===== src/rtl/mpu_pixel_writer.sv =====
// MPU-driven framebuffer write engine: register decode, cursor with auto-increment,
// hardware fill, and a small FIFO draining into the memory manager's write port.
module mpu_pixel_writer #(
    parameter int unsigned WIDTH      = 320,
    parameter int unsigned HEIGHT     = 240,
    parameter int unsigned X_BITS     = 9,
    parameter int unsigned Y_BITS     = 8,
    parameter int unsigned DATA_BITS  = 8,
    parameter int unsigned FIFO_DEPTH = 4
) (
    input  logic                 clock,
    input  logic                 resetN,
    input  logic                 mpuChipSelect,
    input  logic                 mpuWriteEnable,
    input  logic [2:0]           mpuRegisterSelect,
    input  logic [7:0]           mpuData,
    input  logic                 memoryWriteSlot,
    output logic                 memoryWriteRequest,
    output logic [X_BITS-1:0]    memoryXCoord,
    output logic [Y_BITS-1:0]    memoryYCoord,
    output logic [DATA_BITS-1:0] memoryWriteData,
    output logic                 busy,
    output logic                 overflow
);

    localparam int unsigned PtrBits   = (FIFO_DEPTH > 1) ? $clog2(FIFO_DEPTH) : 1;
    localparam int unsigned CntBits   = PtrBits + 1;
    localparam int unsigned EntryBits = X_BITS + Y_BITS + DATA_BITS;

    logic                 strobe_q;
    logic [X_BITS-1:0]    x_q, x_d;
    logic [Y_BITS-1:0]    y_q, y_d;
    logic [1:0]           mode_q, mode_d;
    logic [15:0]          fill_cnt_q, fill_cnt_d;
    logic                 fill_active_q, fill_active_d;
    logic [DATA_BITS-1:0] fill_val_q, fill_val_d;
    logic [16:0]          remaining_q, remaining_d;
    logic                 overflow_q, overflow_d;
    logic [PtrBits-1:0]   wr_ptr_q, wr_ptr_d, rd_ptr_q, rd_ptr_d;
    logic [CntBits-1:0]   count_q, count_d;
    logic [EntryBits-1:0] mem_q [FIFO_DEPTH];

    logic                 mpu_event, fifo_full, fifo_pop, fifo_push, in_range, advance;
    logic                 ovf_set, ovf_clr;
    logic [EntryBits-1:0] push_entry, head;

    // Next cursor position; X or Y wraps at its last (or any out-of-range) value and
    // carries into the other coordinate.
    function automatic logic [X_BITS+Y_BITS-1:0] advance_cursor(
        input logic [X_BITS-1:0] x,
        input logic [Y_BITS-1:0] y,
        input logic [1:0]        mode
    );
        logic [X_BITS-1:0] nx;
        logic [Y_BITS-1:0] ny;
        nx = x;
        ny = y;
        case (mode)
            2'b01: begin
                if (32'(x) >= WIDTH - 1) begin
                    nx = '0;
                    ny = (32'(y) >= HEIGHT - 1) ? '0 : y + Y_BITS'(1);
                end else begin
                    nx = x + X_BITS'(1);
                end
            end
            2'b10: begin
                if (32'(y) >= HEIGHT - 1) begin
                    ny = '0;
                    nx = (32'(x) >= WIDTH - 1) ? '0 : x + X_BITS'(1);
                end else begin
                    ny = y + Y_BITS'(1);
                end
            end
            default: ;
        endcase
        return {nx, ny};
    endfunction

    assign mpu_event = mpuChipSelect & mpuWriteEnable & ~strobe_q;
    assign fifo_full = (count_q == CntBits'(FIFO_DEPTH));
    assign fifo_pop  = memoryWriteSlot & (count_q != '0);
    assign in_range  = (32'(x_q) < WIDTH) && (32'(y_q) < HEIGHT);

    always_comb begin
        x_d           = x_q;
        y_d           = y_q;
        mode_d        = mode_q;
        fill_cnt_d    = fill_cnt_q;
        fill_active_d = fill_active_q;
        fill_val_d    = fill_val_q;
        remaining_d   = remaining_q;
        fifo_push     = 1'b0;
        push_entry    = {x_q, y_q, fill_val_q};
        advance       = 1'b0;
        ovf_set       = 1'b0;
        ovf_clr       = 1'b0;

        if (fill_active_q) begin
            if (!fifo_full) begin
                advance     = 1'b1;
                fifo_push   = in_range;
                remaining_d = remaining_q - 17'd1;
                if (remaining_q == 17'd1) begin
                    fill_active_d = 1'b0;
                end
            end
            // The fill owns the cursor; only the count registers stay writable.
            if (mpu_event) begin
                case (mpuRegisterSelect)
                    3'd3, 3'd7: ovf_set = 1'b1;
                    3'd5:       fill_cnt_d[7:0]  = mpuData;
                    3'd6:       fill_cnt_d[15:8] = mpuData;
                    default:    ;
                endcase
            end
        end else if (mpu_event) begin
            case (mpuRegisterSelect)
                3'd0: x_d[7:0] = mpuData;
                3'd1: x_d[X_BITS-1:8] = mpuData[X_BITS-9:0];
                3'd2: y_d = mpuData[Y_BITS-1:0];
                3'd3: begin
                    advance    = 1'b1;
                    push_entry = {x_q, y_q, mpuData[DATA_BITS-1:0]};
                    if (in_range) begin
                        if (!fifo_full || fifo_pop) begin
                            fifo_push = 1'b1;
                        end else begin
                            ovf_set = 1'b1;
                        end
                    end
                end
                3'd4: begin
                    mode_d  = mpuData[1:0];
                    ovf_clr = mpuData[7];
                end
                3'd5: fill_cnt_d[7:0]  = mpuData;
                3'd6: fill_cnt_d[15:8] = mpuData;
                default: begin
                    fill_active_d = 1'b1;
                    fill_val_d    = mpuData[DATA_BITS-1:0];
                    remaining_d   = {1'b0, fill_cnt_q} + 17'd1;
                end
            endcase
        end

        if (advance) begin
            {x_d, y_d} = advance_cursor(x_q, y_q, mode_q);
        end

        overflow_d = ovf_set ? 1'b1 : (ovf_clr ? 1'b0 : overflow_q);
    end

    always_comb begin
        wr_ptr_d = fifo_push ? wr_ptr_q + PtrBits'(1) : wr_ptr_q;
        rd_ptr_d = fifo_pop  ? rd_ptr_q + PtrBits'(1) : rd_ptr_q;
        count_d  = count_q;
        case ({fifo_push, fifo_pop})
            2'b10:   count_d = count_q + CntBits'(1);
            2'b01:   count_d = count_q - CntBits'(1);
            default: ;
        endcase
    end

    always_ff @(posedge clock or negedge resetN) begin
        if (!resetN) begin
            strobe_q      <= 1'b0;
            x_q           <= '0;
            y_q           <= '0;
            mode_q        <= 2'b00;
            fill_cnt_q    <= '0;
            fill_active_q <= 1'b0;
            fill_val_q    <= '0;
            remaining_q   <= '0;
            overflow_q    <= 1'b0;
            wr_ptr_q      <= '0;
            rd_ptr_q      <= '0;
            count_q       <= '0;
        end else begin
            strobe_q      <= mpuChipSelect & mpuWriteEnable;
            x_q           <= x_d;
            y_q           <= y_d;
            mode_q        <= mode_d;
            fill_cnt_q    <= fill_cnt_d;
            fill_active_q <= fill_active_d;
            fill_val_q    <= fill_val_d;
            remaining_q   <= remaining_d;
            overflow_q    <= overflow_d;
            wr_ptr_q      <= wr_ptr_d;
            rd_ptr_q      <= rd_ptr_d;
            count_q       <= count_d;
        end
    end

    // Storage needs no reset: the head is masked while the queue is empty.
    always_ff @(posedge clock) begin
        if (fifo_push) begin
            mem_q[wr_ptr_q] <= push_entry;
        end
    end

    assign head               = mem_q[rd_ptr_q];
    assign memoryWriteRequest = (count_q != '0);
    assign memoryXCoord       = memoryWriteRequest ? head[EntryBits-1 -: X_BITS] : '0;
    assign memoryYCoord       = memoryWriteRequest ? head[DATA_BITS +: Y_BITS] : '0;
    assign memoryWriteData    = memoryWriteRequest ? head[DATA_BITS-1:0] : '0;
    assign busy               = fill_active_q | memoryWriteRequest;
    assign overflow           = overflow_q;

endmodule


===== config.mk =====
export PLATFORM = sky130hd
export DESIGN_NAME = mpu_pixel_writer
export DESIGN_NICKNAME = d
export VERILOG_FILES = /design/src/rtl/mpu_pixel_writer.sv
export SDC_FILE = /design/constraint.sdc
export NUM_CORES = 1
export LEC_CHECK = 0
export BUFFER_PORTS_ARGS = -buffer_cell sky130_fd_sc_hd__buf_2
export CORE_ASPECT_RATIO = 0.9
export CORE_MARGIN = 8
export CORE_UTILIZATION = 30
export CTS_BUF_LIST = sky130_fd_sc_hd__clkbuf_8
export DETAILED_ROUTE_END_ITERATION = 8
export PLACE_DENSITY = 0.43
export REMOVE_ABC_BUFFERS = 1
export SYNTH_ARGS = -nofsm -noshare
export SYNTH_HDL_FRONTEND = slang
export SYNTH_SLANG_ARGS = --single-unit
export TNS_END_PERCENT = 20

===== constraint.sdc =====
create_clock -name clock -period 7.5 [get_ports clock]
set_input_delay 2.25 -clock clock [delete_from_list [all_inputs] [get_ports clock]]
set_output_delay 2.25 -clock clock [all_outputs]
set_load 0.02 [all_outputs]

# == Word level (Yosys, flattened, before mapping) ==
# Memories as Yosys holds them, arrays and structs flattened.
# Index checks and enable logic that the tools add are counted.
# classes
n_lt_le_gt_ge,4
mux,55
add_sub_neg,8
reduce_logical,22
eq_ne,19
n_bitwise,7
# ops
cell,n
two-way mux 8 bit,12
two-way mux 17 bit,4
two-way mux 9 bit,6
two-way mux 1 bit,30
one-hot mux 9 bit (2 select lines),1
"adder 16 x 1 -> 17 bit, second input constant",1
"== test 17 x 1 -> 1 bit, second input constant",1
"subtractor 17 x 1 -> 17 bit, second input constant",1
one-hot mux 8 bit (2 select lines),1
"== test 3 bit, second input constant",5
AND reduction 5 bit,3
nonzero test 2 bit,7
"adder 9 x 1 -> 9 bit, second input constant",1
">= comparator 9 bit, second input constant",1
"less-than comparator 9 bit, second input constant",1
AND reduction 3 bit,3
"adder 8 x 1 -> 8 bit, second input constant",1
">= comparator 8 bit, second input constant",1
"less-than comparator 8 bit, second input constant",1
OR reduction 7 bit,1
"== test 3 x 2 -> 1 bit, second input constant",2
"!= test 3 bit, second input constant",2
one-hot mux 3 bit (2 select lines),1
"adder 2 x 1 -> 2 bit, second input constant",2
18 further kinds,26
# word_totals
register_bits,70
output_inout_bits,28
wordCells,130
in_bits,16
mem_count,1
mem_bits_rw,100
# mem_list
name,words,word_bits,rd,rd_ports_with_merged_regs,write_ports,line,rtl
mem_q,4,25,1,0,1,41,logic [EntryBits-1:0] mem_q [FIFO_DEPTH];

# == Longest topological paths before layout ==
# logic_depth
word_depth,10
ltp_mapped,11

# == Least setup slack after synthesis ==
# OpenSTA, ideal clock, no wires.
# synth_path
path_kind,input -> register
startpoint,input mpuWriteEnable
endpoint,memory mem_q[0][0] in the netlist's numbering (enable)
stages,4
setup_slack_ns,3.262
t_arrival_ns,3.854
path_buffers,0
path_cell_list,and4bb_2 -> a22oi_4 -> nor3_1 -> and2_1
# synth_via
elab_chain_cells,6
# synth_rtl
element,line,rtl
from (decl),14,"input logic mpuWriteEnable,"
AND 1 bit (2 in a row),80,assign mpu_event = mpuChipSelect & mpuWriteEnable & ~strobe_q;
two-way mux 1 bit,117,end else if (mpu_event) begin
two-way mux 1 bit,99,if (fill_active_q) begin
two-way mux 1 bit,197,if (fifo_push) begin
two-way mux 1 bit (implied by the code),198,mem_q[wr_ptr_q] <= push_entry;
to (decl),41,
# No other way between the ends.

# == Worst setup path in the final report ==
# layout_path
startpoint,register rd_ptr_q[0]
endpoint,output memoryXCoord[5]
# layout_via
elab_chain_cells,2
# layout_rtl
element,line,rtl
from (decl),39,"logic [PtrBits-1:0] wr_ptr_q, wr_ptr_d, rd_ptr_q, rd_ptr_d;"
from (signal assigned),190,rd_ptr_q <= rd_ptr_d;
memory (4 x 25 bit),-,
two-way mux 9 bit,204,assign memoryXCoord = memoryWriteRequest ? head[EntryBits-1 -: X_BITS] : '0;
to (decl),19,"output logic [X_BITS-1:0] memoryXCoord,"
# No other way between the ends.

==> flow_summary.ini <==
[power]
power_per_cell_area_nw_per_um2 = 435
p_leak_nw = 3.33
vdd.ir_drop.worst_uv = 159

[cts]
clkLatencyLatePin_ns = 0.47
clk_pin_slew_worst_paths_ns = 0.09
post_cts_resized = 0
clock-sinks = 170
postCtsSetupBuffers = 0
cts_buffers = 17
cts_tree = done
clockBufferDepth = 2
htree_levels = 4
cts-root-buf = clkbuf_8
ctsHoldBuffers = 0

[sta]
min_period_ns = 4.74
rsz0062_at_grt = no
setup_tns_ns = 0
maxSlewHeadroom_pct = 35.1
fin_skew_ns = 0.0243
final.setup.worst_slack_ns = 2.76
timing.fmax_mhz = 211
fin_crit_sh_pct = 63.2
slew_violations = 0
worst_slew_pin_slew_ns = 0.973
hold_viol = 0
setup_viol = 0

[grt]
overflow = 0
antenna_found_initial = 0
grt_usage_pct = 12.9
grt_first_pass_wirelength_mm = 31.9
grt_start_max_net_pins = 71
grt_pass1_vias = 5357

[floorplanning]
die-area_sq_um = 32200
start_util_pct = 30.6
core_sq_um = 26100
die-width_um = 188
pin_count = 44
rows = 56
die_y_um = 171

[worst_setup_path]
arrival_ns = 2.49
cp_slowest_cell = dfrtp_2
required_ns = 5.25
cp_max_fo = 27
path_cells = mux4_2 -> and2_1 -> buf_2
cp-end-kind = output pin
cp.buffers_inverters = 1
crit_type = register to output pin
reg2reg_slack_ns = 4.12
start_kind = register
crit_path_max_incr_delay_ns = 1.00
path_delay_family = flip-flops

[place]
portBuffers = 43
dpl.hpwl_mm = 13.5
dp_slack_ns = 2.40
dp.cells = 981
place_congestion = 0.807

[layout]
nets = 679
fillers = 2566
antenna_cells = 0
layout-drive-gt1-share_pct = 22.4
syn_to_final_growth_pct = 13.1
finalNonFillerCells = 1013

[routing]
viasPerCell = 5.26
wirelength_mm = 20.3
first_iter_violations = 427
via_count = 5324
post_drt_wl_per_cell_um = 20.0
drc = 0
drtAntennaViolNets = 0
drtPass1Iterations = 5

[synthesis]
ys_seq_elements = 170
async_reset_ff_share_pct = 41.2
syn_area_sq_um = 8000
synth_most_common_cell = edfxtp_1
yosysTopAreaCell = edfxtp_1
ys.flop_type = edfxtp_1
synth_cell_type_count = 63
synth_area_leaders = edfxtp_1 (38%), dfrtp_1 (22%), mux4_2 (7.0%)
netlist_top_cells_count = edfxtp_1 (100), dfrtp_1 (70), nand2_1 (48), and2_1 (32), mux2_2 (26)
syn_area_per_cell_sq_um = 13.1
yosys_warnings = 0
synth_edf_count = 100
synth.yosys.seq_area_share_pct = 59.4
netlist.area_leader.share_pct = 37.5
synthCells = 610

[job]
maxCapViolCount = 0

[min_path]
hold_path_class = register to register

[run_status]
status = finished, final reports clean
## metal layers
layer / GRT usage, % / wire length, um / up-vias
met1: 18.5 / 10400 / 2720
li1: - / - / 2420
met2: 19.5 / 8850 / 160
met4: 4.14 / 319 / 0
met5: 0 / 0 / -
met3: 2.06 / 718 / 24
## logic make-up after synthesis
logic type	share of synthesized area, %
DFF	59.4
AOI/OAI and AO/OA	8.82
muxes	11.5
and+or+nand+nor	14.0
buffers and inverters	2.24
xor gates and xnor gates	2.30
adders and majority gates	1.81
## registers in the layout (all words and copies together) (netlist names), 2 cells and up
register,count
fill_val_q,8
y_q,8
wr_ptr_q,2
count_q,3
remaining_q,17
rd_ptr_q,2
x_q,9
mem_q,100
fill_cnt_q,16
mode_q,2
## final cells by class
class                      count  area, sq um  area share (%)
clock buffer                  17          234            2.58
clock inverter                15          213            2.35
sequential                   170         4760            52.5
inverter                      16         60.1           0.663
timing repair buffer          52          283            3.12
tap                          348          435            4.81
multi-input combinational    395         3070            34.0
## per-stage QoR
step / total power [mW] / utilization (%) / instance area (sq um) / hold slack [ns]
finish: 3.94 / 34.6 / 9050 / 0.485
global route: 4.20 / 34.6 / 9050 / 0.506
CTS: 3.99 / 34.6 / 9050 / 0.488
detailed placement: 3.27 / 32.9 / 8610 / 0.463
global placement: 3.23 / 32.9 / 8610 / 0.455
floorplan: 2.69 / - / 7880 / 0.437
## report_power, final
part	leakage [nW]	internal, mW	switching (mW)
registers	1.79	1.41	0.314
logic	1.32	0.625	0.872
clock network	0.223	0.321	0.396
total	3.33	2.36	1.58
## worst register-to-register path: stages, from the launching register on
cell and delay [ns]:
dfrtp_1 0.42, or3b_1 0.57, a22oi_4 0.84, nor3_1 0.32, inv_1 0.12, ha_1 0.18
inv_1 0.06, fa_1 0.37, xor2_1 0.15, nor2_1 0.12, xor2_1 0.16
## path summary, 6_finish.rpt
path                                      startpoint                         end  depth (start not counted)
max                          rd_ptr_q[0]$_DFFE_PN0P_             memoryXCoord[5]                          3
min                        fill_val_q[6]$_DFFE_PN0P_   fill_val_q[6]$_DFFE_PN0P_                          2
max reg2reg                   count_q[0]$_DFFE_PN0P_      count_q[2]$_DFFE_PN0P_                         10
min reg2reg                fill_val_q[6]$_DFFE_PN0P_   fill_val_q[6]$_DFFE_PN0P_                          2
max in group asynchronous                     resetN     rd_ptr_q[0]$_DFFE_PN0P_                          2
min in group asynchronous                     resetN  remaining_q[4]$_DFFE_PN0P_                          2
## placed cells by master (no fill, tap or decap), drive strengths merged, types with 5 or more instances in the layout
cell type and instances:
nand2b 5, xor2 12, nand2 48, or4 5, mux2 29, a221oi 8, and4 5, nor2 24
nor3 24, xnor2 9, buf 52, a21oi 16, and2 32, o21ai 28, edfxtp 100, o211ai 10
inv 25, mux4 25, dfrtp 70, o22ai 12, clkbuf 17, nor4 14, and3 8, ha 10
or3 7, nand3 15
No activity file was read; power rests on OpenSTA's default activity.
